<file path="src/rtl/pulse_edge_generator.sv">
`timescale 1ns/1ps
// Pulse edge generator: each accepted request yields one registered high pulse
// of programmable width followed by a guaranteed low gap. Optional one-deep
// request slot is built when PULSE_EDGE_GEN_QUEUE_EN is defined.
module pulse_edge_generator #(
  parameter int WIDTH_W = 8,
  parameter int MIN_LOW = 1
) (
  input  logic               clk,
  input  logic               rst,
  input  logic               start,
  input  logic [WIDTH_W-1:0] width,
  output logic               ready,
  output logic               pulse,
  output logic               done
);

  localparam logic [1:0] ST_IDLE = 2'd0;
  localparam logic [1:0] ST_HIGH = 2'd1;
  localparam logic [1:0] ST_LOW  = 2'd2;

  localparam logic [WIDTH_W-1:0] CNT_ONE  = WIDTH_W'(1);
  localparam logic [WIDTH_W-1:0] LOW_LOAD = WIDTH_W'(MIN_LOW - 1);

  logic [1:0]         state_q, state_d;
  logic [WIDTH_W-1:0] cnt_q, cnt_d;
  logic               pulse_q, pulse_d;
  logic               done_q, done_d;
  logic               accept;
  logic               cnt_zero;
  logic [WIDTH_W-1:0] load_cnt;

  // Counter holds remaining cycles minus one, so width==0 and width==1 both load zero
  // and the full-scale width never needs an extra counter bit.
  assign load_cnt = (width == '0) ? '0 : width - CNT_ONE;
  assign cnt_zero = (cnt_q == '0);
  assign accept   = start && ready;

`ifdef PULSE_EDGE_GEN_QUEUE_EN
  logic               pend_valid_q, pend_valid_d;
  logic [WIDTH_W-1:0] pend_cnt_q, pend_cnt_d;

  assign ready = !pend_valid_q;
`else
  assign ready = (state_q == ST_IDLE);
`endif

  always_comb begin
    state_d = state_q;
    cnt_d   = cnt_q;
    done_d  = 1'b0;
`ifdef PULSE_EDGE_GEN_QUEUE_EN
    pend_valid_d = pend_valid_q;
    pend_cnt_d   = pend_cnt_q;
`endif
    case (state_q)
      ST_IDLE: begin
        if (accept) begin
          state_d = ST_HIGH;
          cnt_d   = load_cnt;
        end
      end
      ST_HIGH: begin
        if (cnt_zero) begin
          state_d = ST_LOW;
          cnt_d   = LOW_LOAD;
        end else begin
          cnt_d = cnt_q - CNT_ONE;
        end
`ifdef PULSE_EDGE_GEN_QUEUE_EN
        if (accept) begin
          pend_valid_d = 1'b1;
          pend_cnt_d   = load_cnt;
        end
`endif
      end
      ST_LOW: begin
        if (cnt_zero) begin
          done_d = 1'b1;
`ifdef PULSE_EDGE_GEN_QUEUE_EN
          // Chain straight into the next pulse; the low gap has already been served.
          if (pend_valid_q) begin
            state_d      = ST_HIGH;
            cnt_d        = pend_cnt_q;
            pend_valid_d = 1'b0;
          end else if (accept) begin
            state_d = ST_HIGH;
            cnt_d   = load_cnt;
          end else begin
            state_d = ST_IDLE;
          end
`else
          state_d = ST_IDLE;
`endif
        end else begin
          cnt_d = cnt_q - CNT_ONE;
`ifdef PULSE_EDGE_GEN_QUEUE_EN
          if (accept) begin
            pend_valid_d = 1'b1;
            pend_cnt_d   = load_cnt;
          end
`endif
        end
      end
      default: begin
        state_d = ST_IDLE;
        cnt_d   = '0;
      end
    endcase
    pulse_d = (state_d == ST_HIGH);
  end

  always_ff @(posedge clk) begin
    if (rst) begin
      state_q <= ST_IDLE;
      cnt_q   <= '0;
      pulse_q <= 1'b0;
      done_q  <= 1'b0;
`ifdef PULSE_EDGE_GEN_QUEUE_EN
      pend_valid_q <= 1'b0;
      pend_cnt_q   <= '0;
`endif
    end else begin
      state_q <= state_d;
      cnt_q   <= cnt_d;
      pulse_q <= pulse_d;
      done_q  <= done_d;
`ifdef PULSE_EDGE_GEN_QUEUE_EN
      pend_valid_q <= pend_valid_d;
      pend_cnt_q   <= pend_cnt_d;
`endif
    end
  end

  assign pulse = pulse_q;
  assign done  = done_q;

endmodule

</file>
<file path="config.mk">
export PLATFORM = sky130hd
export DESIGN_NAME = pulse_edge_generator
export DESIGN_NICKNAME = d
export VERILOG_FILES = /design/src/rtl/pulse_edge_generator.sv
export SDC_FILE = /design/constraint.sdc
export NUM_CORES = 1
export LEC_CHECK = 0
export CORE_ASPECT_RATIO = 0.8
export CORE_UTILIZATION = 45
export CTS_CLUSTER_SIZE = 24
export DETAILED_ROUTE_END_ITERATION = 10
export GPL_TIMING_DRIVEN = 0
export PLACE_DENSITY = 0.7
export SETUP_SLACK_MARGIN = 0.2
export SKIP_CTS_REPAIR_TIMING = 1
export SYNTH_ARGS = -nofsm -noshare
export SYNTH_HDL_FRONTEND = slang
export SYNTH_SLANG_ARGS = --single-unit
</file>
<file path="constraint.sdc">
create_clock -name clk -period 2.6 [get_ports clk]
set_clock_uncertainty 0.1 [all_clocks]
set_input_delay 0.65 -clock clk [delete_from_list [all_inputs] [get_ports clk]]
set_output_delay 0.65 -clock clk [all_outputs]
set_load 0.05 [all_outputs]
</file>
## Yosys cells after proc, flatten, opt, wreduce, memory -nomap -nowiden

Cells that the tools add are included.

| cells by class | value |
|---|---|
| bitwise logic cells | 1 |
| reductions and logical operators | 6 |
| $add $sub $neg | 2 |
| muxes and demuxes | 10 |
| eq/ne operators | 5 |

Operator list:

| kind | count |
|---|---|
| 8-bit two-way mux | 4 |
| 8-bit case mux with 3 select lines | 1 |
| 8-bit logical NOT | 2 |
| 8-bit by 1-bit subtractor with 8-bit output (second input constant) | 2 |
| 2-bit two-way mux | 3 |
| 2-bit case mux with 3 select lines | 1 |
| 2-bit by 1-bit == test with 1-bit output (second input constant) | 2 |
| 2-bit == test (second input constant) | 1 |
| 2-bit logical NOT | 1 |
| 2-bit by 1-bit != test with 1-bit output (second input constant) | 1 |
| 2-bit != test (second input constant) | 1 |
| 2-bit AND reduction | 1 |
| 2-bit OR reduction | 1 |
| 1-bit logical AND | 1 |
| 1-bit two-way mux | 1 |
| 1-bit inverter | 1 |

| storage, ports and cells | value |
|---|---|
| input bits | 11 |
| register bits after elaboration | 12 |
| word-level logic and storage cells | 28 |

## Logic depth before layout (Yosys ltp)

Gate-level depths: netlist of run 1.

| depth | value |
|---|---|
| word-level depth | 5 |
| mapped depth | 7 |
| depth with buffers taken out | 7 |

## Least setup slack after synthesis of run 1

Ideal clock, no wire load.

| timing path | value |
|---|---|
| path type | input-to-reg |
| start | in width[0] |
| end | reg cnt_q[3] |
| path slack | 0.463 ns |
| cell stages on the path | 6 |
| library setup time | 0.117 ns |
| buffers on the path | 0 |
| data required time | 2.383 ns |
| data arrival time | 1.920 ns |
| path through | inv_1 -> ha_1 -> or4b_4 -> o41ai_4 -> o22ai_1 -> a22o_1 |

| between the ends | value |
|---|---|
| word-level cells in the longest chain between the ends | 4 |
| elaborated cells on any way between the ends | 5 |

Ends and longest elaborated chain:

| element | line | RTL |
|---|---|---|
| from (decl) | 12 | `input logic [WIDTH_W-1:0] width,` |
| 8-bit by 1-bit subtractor with 8-bit output or 8-bit logical NOT (tied branches) | 35 | `assign load_cnt = (width == '0) ? '0 : width - CNT_ONE;` |
| 8-bit two-way mux (*) | 35 |  |
| 8-bit two-way mux (*) | 58 | `if (accept) begin` |
| 8-bit case mux with 3 select lines (*) | 56 | `case (state_q)` |
| to (signal assigned) | 125 | `cnt_q <= cnt_d;` |
| to (decl) | 26 | `logic [WIDTH_W-1:0] cnt_q, cnt_d;` |

Mark *: on every way between the ends. The rest lies on a longest branch, timed or not. The select of a mux whose other input is x is not followed.
A chain may end at the register's enable or synchronous reset.

## Final worst setup path of run 1

| timing path | value |
|---|---|
| start | reg state_q[0] |
| end | out ready |

| between the ends | value |
|---|---|
| word-level cells in the longest chain between the ends | 1 |

Ends and longest elaborated chain:

| element | line | RTL |
|---|---|---|
| from (decl) | 25 | `logic [1:0] state_q, state_d;` |
| from (signal assigned) | 124 | `state_q <= state_d;` |
| 2-bit logical NOT | 45 | `assign ready = (state_q == ST_IDLE);` |
| to (decl) | 13 | `output logic ready,` |

Every way passes these cells.

==> summary by stage, run 1 <==
Status
The run finished with clean final reports.

Floorplan
The die outline area is 2230 µm². The cell row count is 14. The vertical extent of the die is 42.4 µm. The chip width is 52.5 µm. The initial core utilization is 48.2%. The standard cell core area is 1910 µm². Pin placement for this block handled 14 I/O pins.

Layout
With fillers left out, the area of the finished cells amounts to 1130 µm². The multi-input combinational cells in the finished layout cover a total of 671 µm². The number of filler cells placed in the layout is 183. The sequential cells in the finished layout cover a total of 240 µm². Cells with a size suffix above 1 make up 12.5% of the layout. In the final design database the tool counted 145 nets. The repair_antennas step left the layout with diodes totalling 0. In the layout the commonest cells are sky130_fd_sc_hd__nor2_1 (12), sky130_fd_sc_hd__dfxtp_1 (12), sky130_fd_sc_hd__nor3_1 (7), sky130_fd_sc_hd__o21ai_0 (7), sky130_fd_sc_hd__clkdlybuf4s50_1 (7). The growth of design area from synthesis to finish is 23.0%. The final core utilization is 59.2%.

Routing
In this run the remaining antenna-violating nets after routing total 0. The final wirelength is 2240 µm. The violation count after the first detailed-routing iteration is 28. The first detailed-routing pass took 4 iterations.

The wire length per cell after detailed routing is 14.8 µm. The via total after detailed routing is 921. The DRC violation count after routing is 0.

The vias per cell is 6.06.

Clock network
Counting every sink on the clock net gives 12. The number of clock buffers added by TritonCTS is 3. For the worst-skew pair, the clock arrives at the later sink with an insertion delay of 0.28 ns. The CTS H-tree depth is 1. CTS placed an instance of sky130_fd_sc_hd__clkbuf_4 at the clock tree root. The maximum clock insertion buffer count is 2.

TritonCTS built the clock tree. The clock slew at the register clock pins of the worst setup and hold paths is 0.07 ns.

Power
In this run the power density over the cells is 907 nW/µm². The portion of total power attributed to combinational logic is 59.0%. Of the total power, registers draw 29.5%. Across the VDD grid, the largest voltage drop is 0.000753 V. The cell-internal power is 549 µW.

Summed over all cells, the static leakage comes to 0.000465 µW. Per report_power, the clock group accounts for 11.5% of the total. The net switching power is 477 µW. The switching fraction of total power is 46.5%.

Yosys
Sequential elements use 26.1% of the synthesized area. The synthesized netlist devotes 31.0% of its cell area to compound gates. The fraction of the mapped netlist area in adder cells is 5.44%. After synthesis the netlist holds a flip-flop and latch count of 12.

In the synthesized netlist the async set-or-reset flop fraction comes to 0%. The mean instance size in the synthesized netlist is 8.14 µm². The prevailing post-synth register cell is sky130_fd_sc_hd__dfxtp_1.

The mux cell area share after synthesis is 1.22%. The number of distinct library cells after synthesis is 38. The xor/xnor share of the synthesized area is 4.76%. Summing every instance area after synthesis gives 920 µm². The Yosys step of the flow raised 0 warnings.

The count of flip-flops with a built-in enable after synthesis is 0. The basic-gate share of the synthesized area counting and, or, nand and nor cells is 27.6%. The post-synth net total is 128. The post-synthesis instance total is 113.

The dominant combinational cell family by area after synthesis is compound AO/OA/AOI/OAI gates.

Timing
The number of hold-slack violations in the final timing report is 0. Dividing the final minimum period by the clock period gives 91.4%. After routing, the total negative slack on setup checks comes to 0 ns.

Setup violations remaining at the end of the flow were counted as 0. The minimum clock period after layout is 2.38 ns. The pin slew with the least headroom to its limit is 0.499 ns. Setup repair after global routing could not meet its margin everywhere.

The final max-slew violation count is 0. The worst-case headroom to the max-slew limit is 66.7%. The achievable frequency is 0.421 GHz.

Setup path
The startpoint type of the worst setup path is a flop. The origin of the critical flop-to-flop path is cnt_q[0]$_SDFFE_PP0P_. For the worst setup path, the data required time is 1.85 ns. The arrival time at the worst endpoint is 1.63 ns.

In this run the worst path has a maximum fanout of 10. The terminus of the critical flop-to-flop path is cnt_q[7]$_SDFFE_PP0P_. By startpoint and endpoint, the worst setup path is classified as flop to primary output. The setup slack of the most critical reg-to-reg path is 0.57 ns. The number of cell instances on the worst register-to-register path is 7. The worst setup path is captured at a primary output.

Place
The post-detailed-placement half-perimeter wirelength is 1680 µm. During placement, the flow inserted port buffers numbering 12. The congestion estimate from routability-driven global placement came to 0.835. The total cell area at the placement stage is 1070 µm².

Global route
The number of global-route vias before repair is 789. The initial antenna violation count is 0. The pin count of the biggest net entering global routing is 11. The global-route wire length before repair is 3530 µm.

Summed over all layers, the global routing overflow is 0. Across every metal layer, demand over resource in global routing totals 21.6%.

Min path
The classification of the worst-slack hold path is flop to flop. The origin of the worst min-delay path is cnt_q[4]$_SDFFE_PP0P_. The cell depth of the worst min-delay path is 2. The path with the worst hold slack has its endpoint at cnt_q[4]$_SDFFE_PP0P_.

Run
The tool flagged a number of max-cap violations equal to 0.
==> metrics by stage <==
stage | std cells | power [µW] | hold slack [ns] | setup WS, ns
after global placement | 149 | 879 | 0.428 | -0.166
after detailed placement | 149 | 887 | 0.430 | -0.188
after floorplan | 113 | 754 | 0.398 | 0.463
after global routing | 152 | 1090 | 0.488 | 0.173
final | 152 | 1030 | 0.442 | 0.225
after CTS | 152 | 1010 | 0.441 | -0.322
==> synth_stat cells, types with 2 or more instances <==
library cell                number  area, µm²
sky130_fd_sc_hd__a21oi_1         5       25.0
sky130_fd_sc_hd__a31oi_1         3       18.8
sky130_fd_sc_hd__ha_1            4       50.1
sky130_fd_sc_hd__xor2_1          2       17.5
sky130_fd_sc_hd__dfxtp_1        12        240
sky130_fd_sc_hd__a22o_1          4       35.0
sky130_fd_sc_hd__a21o_1          2       15.0
sky130_fd_sc_hd__xnor2_1         3       26.3
sky130_fd_sc_hd__nand3_1         2       10.0
sky130_fd_sc_hd__nand2b_1        6       37.5
sky130_fd_sc_hd__o22ai_1         4       25.0
sky130_fd_sc_hd__nor3_1          8       40.0
sky130_fd_sc_hd__nand2_1         6       22.5
sky130_fd_sc_hd__nor2b_1         2       12.5
sky130_fd_sc_hd__a221o_1         2       20.0
sky130_fd_sc_hd__o21ai_0         7       35.0
sky130_fd_sc_hd__nor2_1         13       48.8
sky130_fd_sc_hd__a2111oi_0       2       17.5
sky130_fd_sc_hd__inv_1           6       22.5
sky130_fd_sc_hd__nor4_1          2       12.5
==> state kept, by name, indices dropped and copies added, names as in the netlist <==
signal and flops:
cnt_q 8, pulse 1, done 1, state_q 2
==> kinds of logic after synthesis <==
family	after synthesis
muxes	1
DFF	12
AOI/OAI and AO/OA	37
and+or+nand+nor	45
adders and majority gates	4
xor gates and xnor gates	5
buffers and inverters	9
==> cell type report <==
type / count / area share [%]
inverter: 6 / 1.99
timing repair buffer: 12 / 11.7
multi-input combinational: 92 / 59.3
buffer: 3 / 1.11
tap: 24 / 2.65
clock buffer: 3 / 1.99
sequential: 12 / 21.2
==> layer usage <==
metal	up-vias	GRT usage, %	share of wire, %
li1	452	-	-
met3	3	7.61	6.6
met1	433	30.5	50
met4	0	5.79	0.94
met2	33	30.6	43
met5	-	0	0
==> critical path, stage by stage (launching register included) <==
cell and delay (ns):
sky130_fd_sc_hd__dfxtp_1 0.32, sky130_fd_sc_hd__clkbuf_1 0.20, sky130_fd_sc_hd__nor2_2 0.34, sky130_fd_sc_hd__dlymetal6s2s_1 0.47
==> worst max-delay path by stage <==
| stage | startpoint | cells past startpoint | to | slack, ns |
|---|---|---|---|---|
| finish | state_q[0]$_SDFF_PP0_ | 3 | ready | 0.22 |
| global route | state_q[0]$_SDFF_PP0_ | 3 | ready | 0.17 |
| CTS | state_q[0]$_SDFF_PP0_ | 3 | ready | -0.32 |
| detailed placement | width[0] | 8 | cnt_q[6]$_SDFFE_PP0P_ | -0.19 |
| global placement | width[0] | 7 | cnt_q[5]$_SDFFE_PP0P_ | -0.17 |
| floorplan | width[0] | 6 | cnt_q[3]$_SDFFE_PP0P_ | 0.46 |
==> power by group through the flow <==
stage / clock [µW] / sequential, µW / combinational, µW
6_report: 117 / 303 / 606
5_1_grt: 130 / 308 / 651
3_5_place_dp: 0 / 304 / 583
4_1_cts: 120 / 300 / 590
2_1_floorplan: 0 / 305 / 450
3_3_place_gp: 0 / 301 / 577
Note: power is estimated with default switching activity, not from simulation.
==> run 2: changes to the inputs <==
- CTS_BUF_LIST: unset -> sky130_fd_sc_hd__clkbuf_4
- PLACE_DENSITY: 0.7 -> unset
- PLACE_DENSITY_LB_ADDON: unset -> 0.05
==> run 2 against run 1 <==
Clock power is 3% lower; global-route usage is 1.5 points higher; non-clock buffer count unchanged; register-to-register slack barely moved; sequential cell count unchanged; first-iteration DRC count up 32%; combinational power about the same; via count decreased by 1.6%; critical path depth is the same; wire length rose by 3.1%; sequential share of layout area decreased by 0.12 points.
==> summary by stage, run 2 (same netlist as run 1, synthesis figures left out) <==
Status
The run finished with clean final reports.

Setup path
The critical path starts at state_q[0]$_SDFF_PP0_. The origin of the critical flop-to-flop path is cnt_q[0]$_SDFFE_PP0P_. Together, buffers and inverters on the worst path number 2. The longest individual stage delay on the worst path is 0.47 ns.

Data on the critical path arrives at its endpoint at 1.63 ns. The worst setup path is of the flop to primary output kind. The category of the worst setup path capture point is a primary output. The dominant delay contributor by cell family on the critical path is buffers and inverters. The startpoint type of the worst setup path is a flop. The critical path goes through clkbuf_1 -> nor2_2 -> dlymetal6s2s_1. The largest individual stage delay along the critical path comes from the cell sky130_fd_sc_hd__dlymetal6s2s_1. The worst path required time is 1.85 ns. The peak fanout along the critical path is 10.

Layout
The growth of design area from synthesis to finish is 23.7%. 0 antenna diodes ended up in the layout. The finished cells cover 1140 µm². Counting flops per register, the top entry is cnt_q. After filler insertion, the fill cell instance count of the layout stands at 173. The share of final-layout standard cells stronger than drive strength 1 is 13.3%.

The largest registers in the layout are cnt_q x8, state_q x2. The flip-flop count of the largest register, all copies and words added is 8. The number of nets in the finished design is 145. In the layout the commonest cells are sky130_fd_sc_hd__nor2_1 (12), sky130_fd_sc_hd__dfxtp_1 (12), sky130_fd_sc_hd__o21ai_0 (7).

Power
The power per unit of standard cell area is 899 nW/µm². The largest vdd supply drop is 0.000597 V. Power comes to 1020 µW. The leakage power figure is 0.000477 µW.

Clock network
The clock slew at the register clock pins of the worst setup and hold paths is 0.07 ns. The CTS buffer count is 3. The number of sinks driven by the clock tree is 12. The clock root buffer is sky130_fd_sc_hd__clkbuf_4. The CTS H-tree depth is 1. TritonCTS built the clock tree. For the worst-skew pair, the clock arrives at the later sink with an insertion delay of 0.27 ns. The clock passes through at most 2 buffers.

Floorplan
The number of top-level design ports is 14. The floorplan step defined a die boundary enclosing 2230 µm². The total area inside the core boundary comes to 1910 µm².

The initial utilization of the core area, before any placement, comes to 48.2%. The vertical extent of the die is 42.4 µm. The initialized floorplan defines 14 standard-cell rows.

The chip width is 52.5 µm.

Routing
For this block, the initial DRC count from the detailed router was 37. Dividing the detail-routed wire length by the instance count gives 15.2 µm. The vias per cell is 5.96. The DRC violation count after routing is 0.

The final wirelength is 2310 µm. For this block, the via count after detailed routing is 906. The antenna violation net count after detailed routing is 0. The first detailed-routing pass ran for 4 iterations.

Timing
The minimum clock period after layout is 2.38 ns. The worst pin sits at a relative slew slack of 66.7%. The number of hold-slack violations in the final timing report came to 0.

Setup repair after global routing could not meet its margin everywhere. For the pin with the worst max-slew slack, the measured transition is 0.498 ns. Derived from the worst setup path, the maximum achievable clock frequency is 0.420 GHz.

The final max-slew violation count is 0. Dividing the final minimum period by the clock period gives 91.5%. Setup violations remaining at the end of the flow were counted as 0.

Run
The total of max-cap violations is 0.

Global route
The number of global-route vias before repair is 819. The total overflow reported by the global router is 0. Entering global routing, the biggest net connects 11 pins. The first global-routing pass estimated 3770 µm of wire.

The initial antenna violation count is 0. Global routing used 23.1% of the available tracks.

Place
The wire-length estimate of the detail-placed layout is 1750 µm. Port buffering added 12 buffers. Once placement finished, the instance area stood at 1070 µm².

The routability-driven placement congestion ratio is 0.807.

Min path
The path class of the tightest hold or removal check is flop to flop. In this run the most critical hold path is launched from cnt_q[4]$_SDFFE_PP0P_.
==> run 2: cell types whose count changed in the layout (fill, tap and decap cells not counted) <==
cell,previous run,this run
sky130_fd_sc_hd__nor3_1,7,6
sky130_fd_sc_hd__clkdlybuf4s50_1,7,6
sky130_fd_sc_hd__nor4b_4,0,1
sky130_fd_sc_hd__ha_2,0,1
sky130_fd_sc_hd__nor3_2,1,2
sky130_fd_sc_hd__nor4b_2,1,0
sky130_fd_sc_hd__dlymetal6s2s_1,5,6
sky130_fd_sc_hd__ha_4,1,0
==> run 2: layout make-up <==
cell class / count / area, µm² / area share (%)
Timing Repair Buffer: 12 / 135 / 11.9
Multi-Input combinational cell: 92 / 674 / 59.3
Tap cell: 24 / 30.0 / 2.64
Sequential cell: 12 / 240 / 21.1
Clock buffer: 3 / 22.5 / 1.98
Buffer: 3 / 12.5 / 1.10
Inverter: 6 / 22.5 / 1.98
==> run 2: routing by layer <==
layer  global-route usage [%]  up-vias  routed length (µm)
li1                         -      455                   -
met1                     33.6      418                1160
met2                     33.4       29                 996
met3                     7.61        4                 149
met4                     3.16        0                   6
met5                        0        -                   0
==> run 2: path summary, 6_finish.rpt <==
kind | end | slack (ns) | depth (start not counted)
max | ready | 0.22 | 3
min | cnt_q[4]$_SDFFE_PP0P_ | 0.44 | 2
max reg2reg | cnt_q[7]$_SDFFE_PP0P_ | 0.56 | 7
min reg2reg | cnt_q[4]$_SDFFE_PP0P_ | 0.44 | 2
==> run 2: stage by stage <==
stage | setup slack [ns] | util (%) | TNS (ns) | cells | hold slack (ns)
floorplan | 0.463 | - | 0 | 113 | 0.398
global placement | -0.138 | 56.0 | -0.689 | 149 | 0.421
detailed placement | -0.167 | 56.0 | -0.936 | 149 | 0.433
CTS | -0.331 | 57.2 | -0.331 | 152 | 0.444
global route | 0.121 | 59.6 | 0 | 152 | 0.482
finish | 0.220 | 59.6 | 0 | 152 | 0.442
==> run 2: power breakdown <==
group | internal [µW] | total (µW) | switching, µW
clock network | 53.7 | 113 | 59.6
registers | 236 | 300 | 64.1
logic | 258 | 609 | 351
==> run 2: worst reg2reg max path, cell delays in order, from the launching register on <==
cell and delay [ns]:
sky130_fd_sc_hd__dfxtp_1 0.35, sky130_fd_sc_hd__inv_1 0.09, sky130_fd_sc_hd__ha_1 0.15, sky130_fd_sc_hd__nor3b_2 0.39, sky130_fd_sc_hd__a21oi_2 0.14, sky130_fd_sc_hd__o21bai_1 0.33, sky130_fd_sc_hd__nor3_1 0.11, sky130_fd_sc_hd__a221o_1 0.27
==> run 3: changes to the inputs <==
==> constraint.sdc (replaced) <==
create_clock -name clk -period 2.6 [get_ports clk]
set_clock_uncertainty 0.1 [all_clocks]
set_input_delay 0.26 -clock clk [delete_from_list [all_inputs] [get_ports clk]]
set_output_delay 0.26 -clock clk [all_outputs]
set_load 0.05 [all_outputs]
==> run 3 against run 2 <==
Total power shrank 0.24%; largest cell class unchanged; die area unchanged; sequential share of layout area rose by 0.82 points; highest routed layer unchanged; first-iteration DRC count rose by 11%; critical endpoint unchanged.
==> summary by stage, run 3 (same netlist as run 1, synthesis figures left out) <==
Setup path
The arrival time at the worst endpoint is 1.78 ns. The worst setup path is captured at a primary output. STA classifies the critical path startpoint as a flop.

The peak fanout along the critical path is 10. By startpoint and endpoint, the worst setup path is classified as flop to primary output. At the worst endpoint, the required time is 2.24 ns.

Timing
The number of setup violations in the final report is 0. In the finished design, the share of the clock period the worst path needs comes to 82.5%. The worst-case headroom to the max-slew limit is 63.1%. Setup repair after global routing left no endpoint under its margin. The achievable frequency is 0.466 GHz. At the pin with the least slew margin, the transition time is 0.549 ns. The number of hold-slack violations in the final timing report is 0.

In the post-route analysis, the smallest setup slack over all paths is 0.455 ns. The final max-slew violation count is 0. Subtracting the final worst setup slack from the clock period gives 2.14 ns.

The final-layout setup total negative slack is 0 ns.

Global route
The initial antenna violation count is 0. The number of global-route vias before repair is 819. The total overflow left after global routing is 0. The first global-routing pass estimated 3770 µm of wire.

The pin count of the biggest net entering global routing is 11. The total routing usage reported by global routing is 23.1%.

Clock network
In this run the number of H-tree levels came out at 1. The clock network latency to the later pin of the worst-skew pair is 0.28 ns. Buffers inserted during clock tree synthesis total 3. The maximum clock insertion buffer count is 2.

In this run the clock root is driven by a sky130_fd_sc_hd__clkbuf_4. The clock slew at the register clock pins of the worst setup and hold paths is 0.07 ns. The number of sinks driven by the clock tree is 12. TritonCTS built the clock tree.

Power
In this run, flip-flops and latches consume 29.5% of the power. The cell-internal power is 547 µW. Summed over all nets, the switching power comes to 473 µW. The largest vdd supply drop is 0.000601 V.

The power per unit of standard cell area is 931 nW/µm². Power comes to 1020 µW. The portion of total power attributed to combinational logic is 59.3%. The leakage power figure is 0.000426 µW. The clock share of power is 11.2%. The switching fraction of total power is 46.4%.

Routing
Detailed routing inserted a total of 926 vias. The first routing iteration left 41 violations. The first detailed-routing pass ran for 4 iterations. The count of nets left with antenna violations once routing finished came out at 0. After detailed routing, the number of vias per cell comes to 6.09. The final layout contains routed wiring with a total length of 2310 µm.

After detailed routing, the average wire length per cell comes to 15.2 µm. The DRC violation count after routing is 0.

Layout
The antenna cell count is 0. The growth of design area from synthesis to finish is 19.0%. The number of filler cells placed in the layout is 176. In the final layout, flip-flops and latches occupy 240 µm². The leading cell type in the layout, fill and taps excluded is sky130_fd_sc_hd__nor2_1. The largest registers in the layout are cnt_q x8, state_q x2. The number of nets in the finished design is 145. The top cell types in the final layout, fill and taps aside, are sky130_fd_sc_hd__nor2_1 (13), sky130_fd_sc_hd__dfxtp_1 (12), sky130_fd_sc_hd__clkdlybuf4s50_1 (11). Measured on the finished design, the core utilization comes to 57.3%. cnt_q holds more flip-flops than any other register. The flip-flop count of the largest register, all copies and words added is 8. The total area of multi-input combinational cells is 644 µm². Of the cells placed in the final design, the portion with a size suffix greater than 1 is 7.81%.

The post-route non-filler standard cell count is 152.

Status
The flow ran to the end, and the final reports show no timing, DRC or antenna violations.

Run
The total of max-cap violations is 0.

Place
The count of port buffers added during placement is 12. Timing analysis after detailed placement gives a worst setup slack of 0.223 ns. The cell count after placement is 149. At the end of routability-driven placement, the weighted congestion stood at 0.807. The post-detailed-placement half-perimeter wirelength is 1750 µm.

Floorplan
After floorplanning, the core was divided into 14 placement rows. In this run the count of I/O pins placed on the die edge is 14. The chip width is 52.5 µm. The floorplan step defined a die boundary enclosing 2230 µm².

The initial core utilization is 48.2%. In this run the standard cell core region covers 1910 µm². The floorplan step set the die height to 42.4 µm.

Min path
The classification of the worst-slack hold path is primary input to flop.
[run 3: cell types whose count changed in the layout (fill, tap and decap cells not counted), sizes merged]
cell | previous run | this run
clkdlybuf4s50 | 6 | 11
dlymetal6s2s | 6 | 1
[run 3: worst max-delay path, stage by stage (launching register included)]
cell,delay [ns]
sky130_fd_sc_hd__dfxtp_1,0.32
sky130_fd_sc_hd__clkbuf_1,0.20
sky130_fd_sc_hd__nor2_1,0.49
sky130_fd_sc_hd__dlymetal6s2s_1,0.50
[run 3: final cells by class]
cell class,count,share of cell area [%]
multi-input cells,92,58.9
repair buffers,12,11.2
plain buffers,3,1.14
inverters,6,2.06
well taps,24,2.74
clock buffers,3,2.06
flip-flops and latches,12,21.9
[run 3: power groups by stage]
| stage | logic (µW) | registers [µW] | clock network [µW] |
|---|---|---|---|
| after global placement | 584 | 300 | 0 |
| after CTS | 598 | 300 | 116 |
| after detailed placement | 596 | 304 | 0 |
| after global routing | 656 | 308 | 127 |
| final | 605 | 301 | 114 |
| after floorplan | 450 | 305 | 0 |
[run 3: path summary, 6_finish.rpt]
path,startpoint,to,slack (ns),cells after the start
hold / removal,rst,state_q[1]$_SDFF_PP0_,0.27,2
setup / recovery,state_q[0]$_SDFF_PP0_,ready,0.46,3
hold reg to reg,cnt_q[4]$_SDFFE_PP0P_,cnt_q[4]$_SDFFE_PP0P_,0.44,2
setup reg to reg,cnt_q[0]$_SDFFE_PP0P_,cnt_q[7]$_SDFFE_PP0P_,0.53,7
[run 3: stage by stage]
stage	hold WS (ns)	cell area (µm²)
2_1_floorplan	0.380	920
3_3_place_gp	0.421	1070
3_5_place_dp	0.433	1070
4_1_cts	0.255	1090
5_1_grt	0.294	1090
6_report	0.268	1090
[run 3: routing by layer]
metal	vias up	global-route usage [%]	wire, µm	part of all wire, %
li1	459	-	-	-
met3	2	7.61	125	5.4
met5	-	0	0	0
met1	438	33.6	1170	51
met4	0	3.16	6	0.26
met2	27	33.4	1000	43
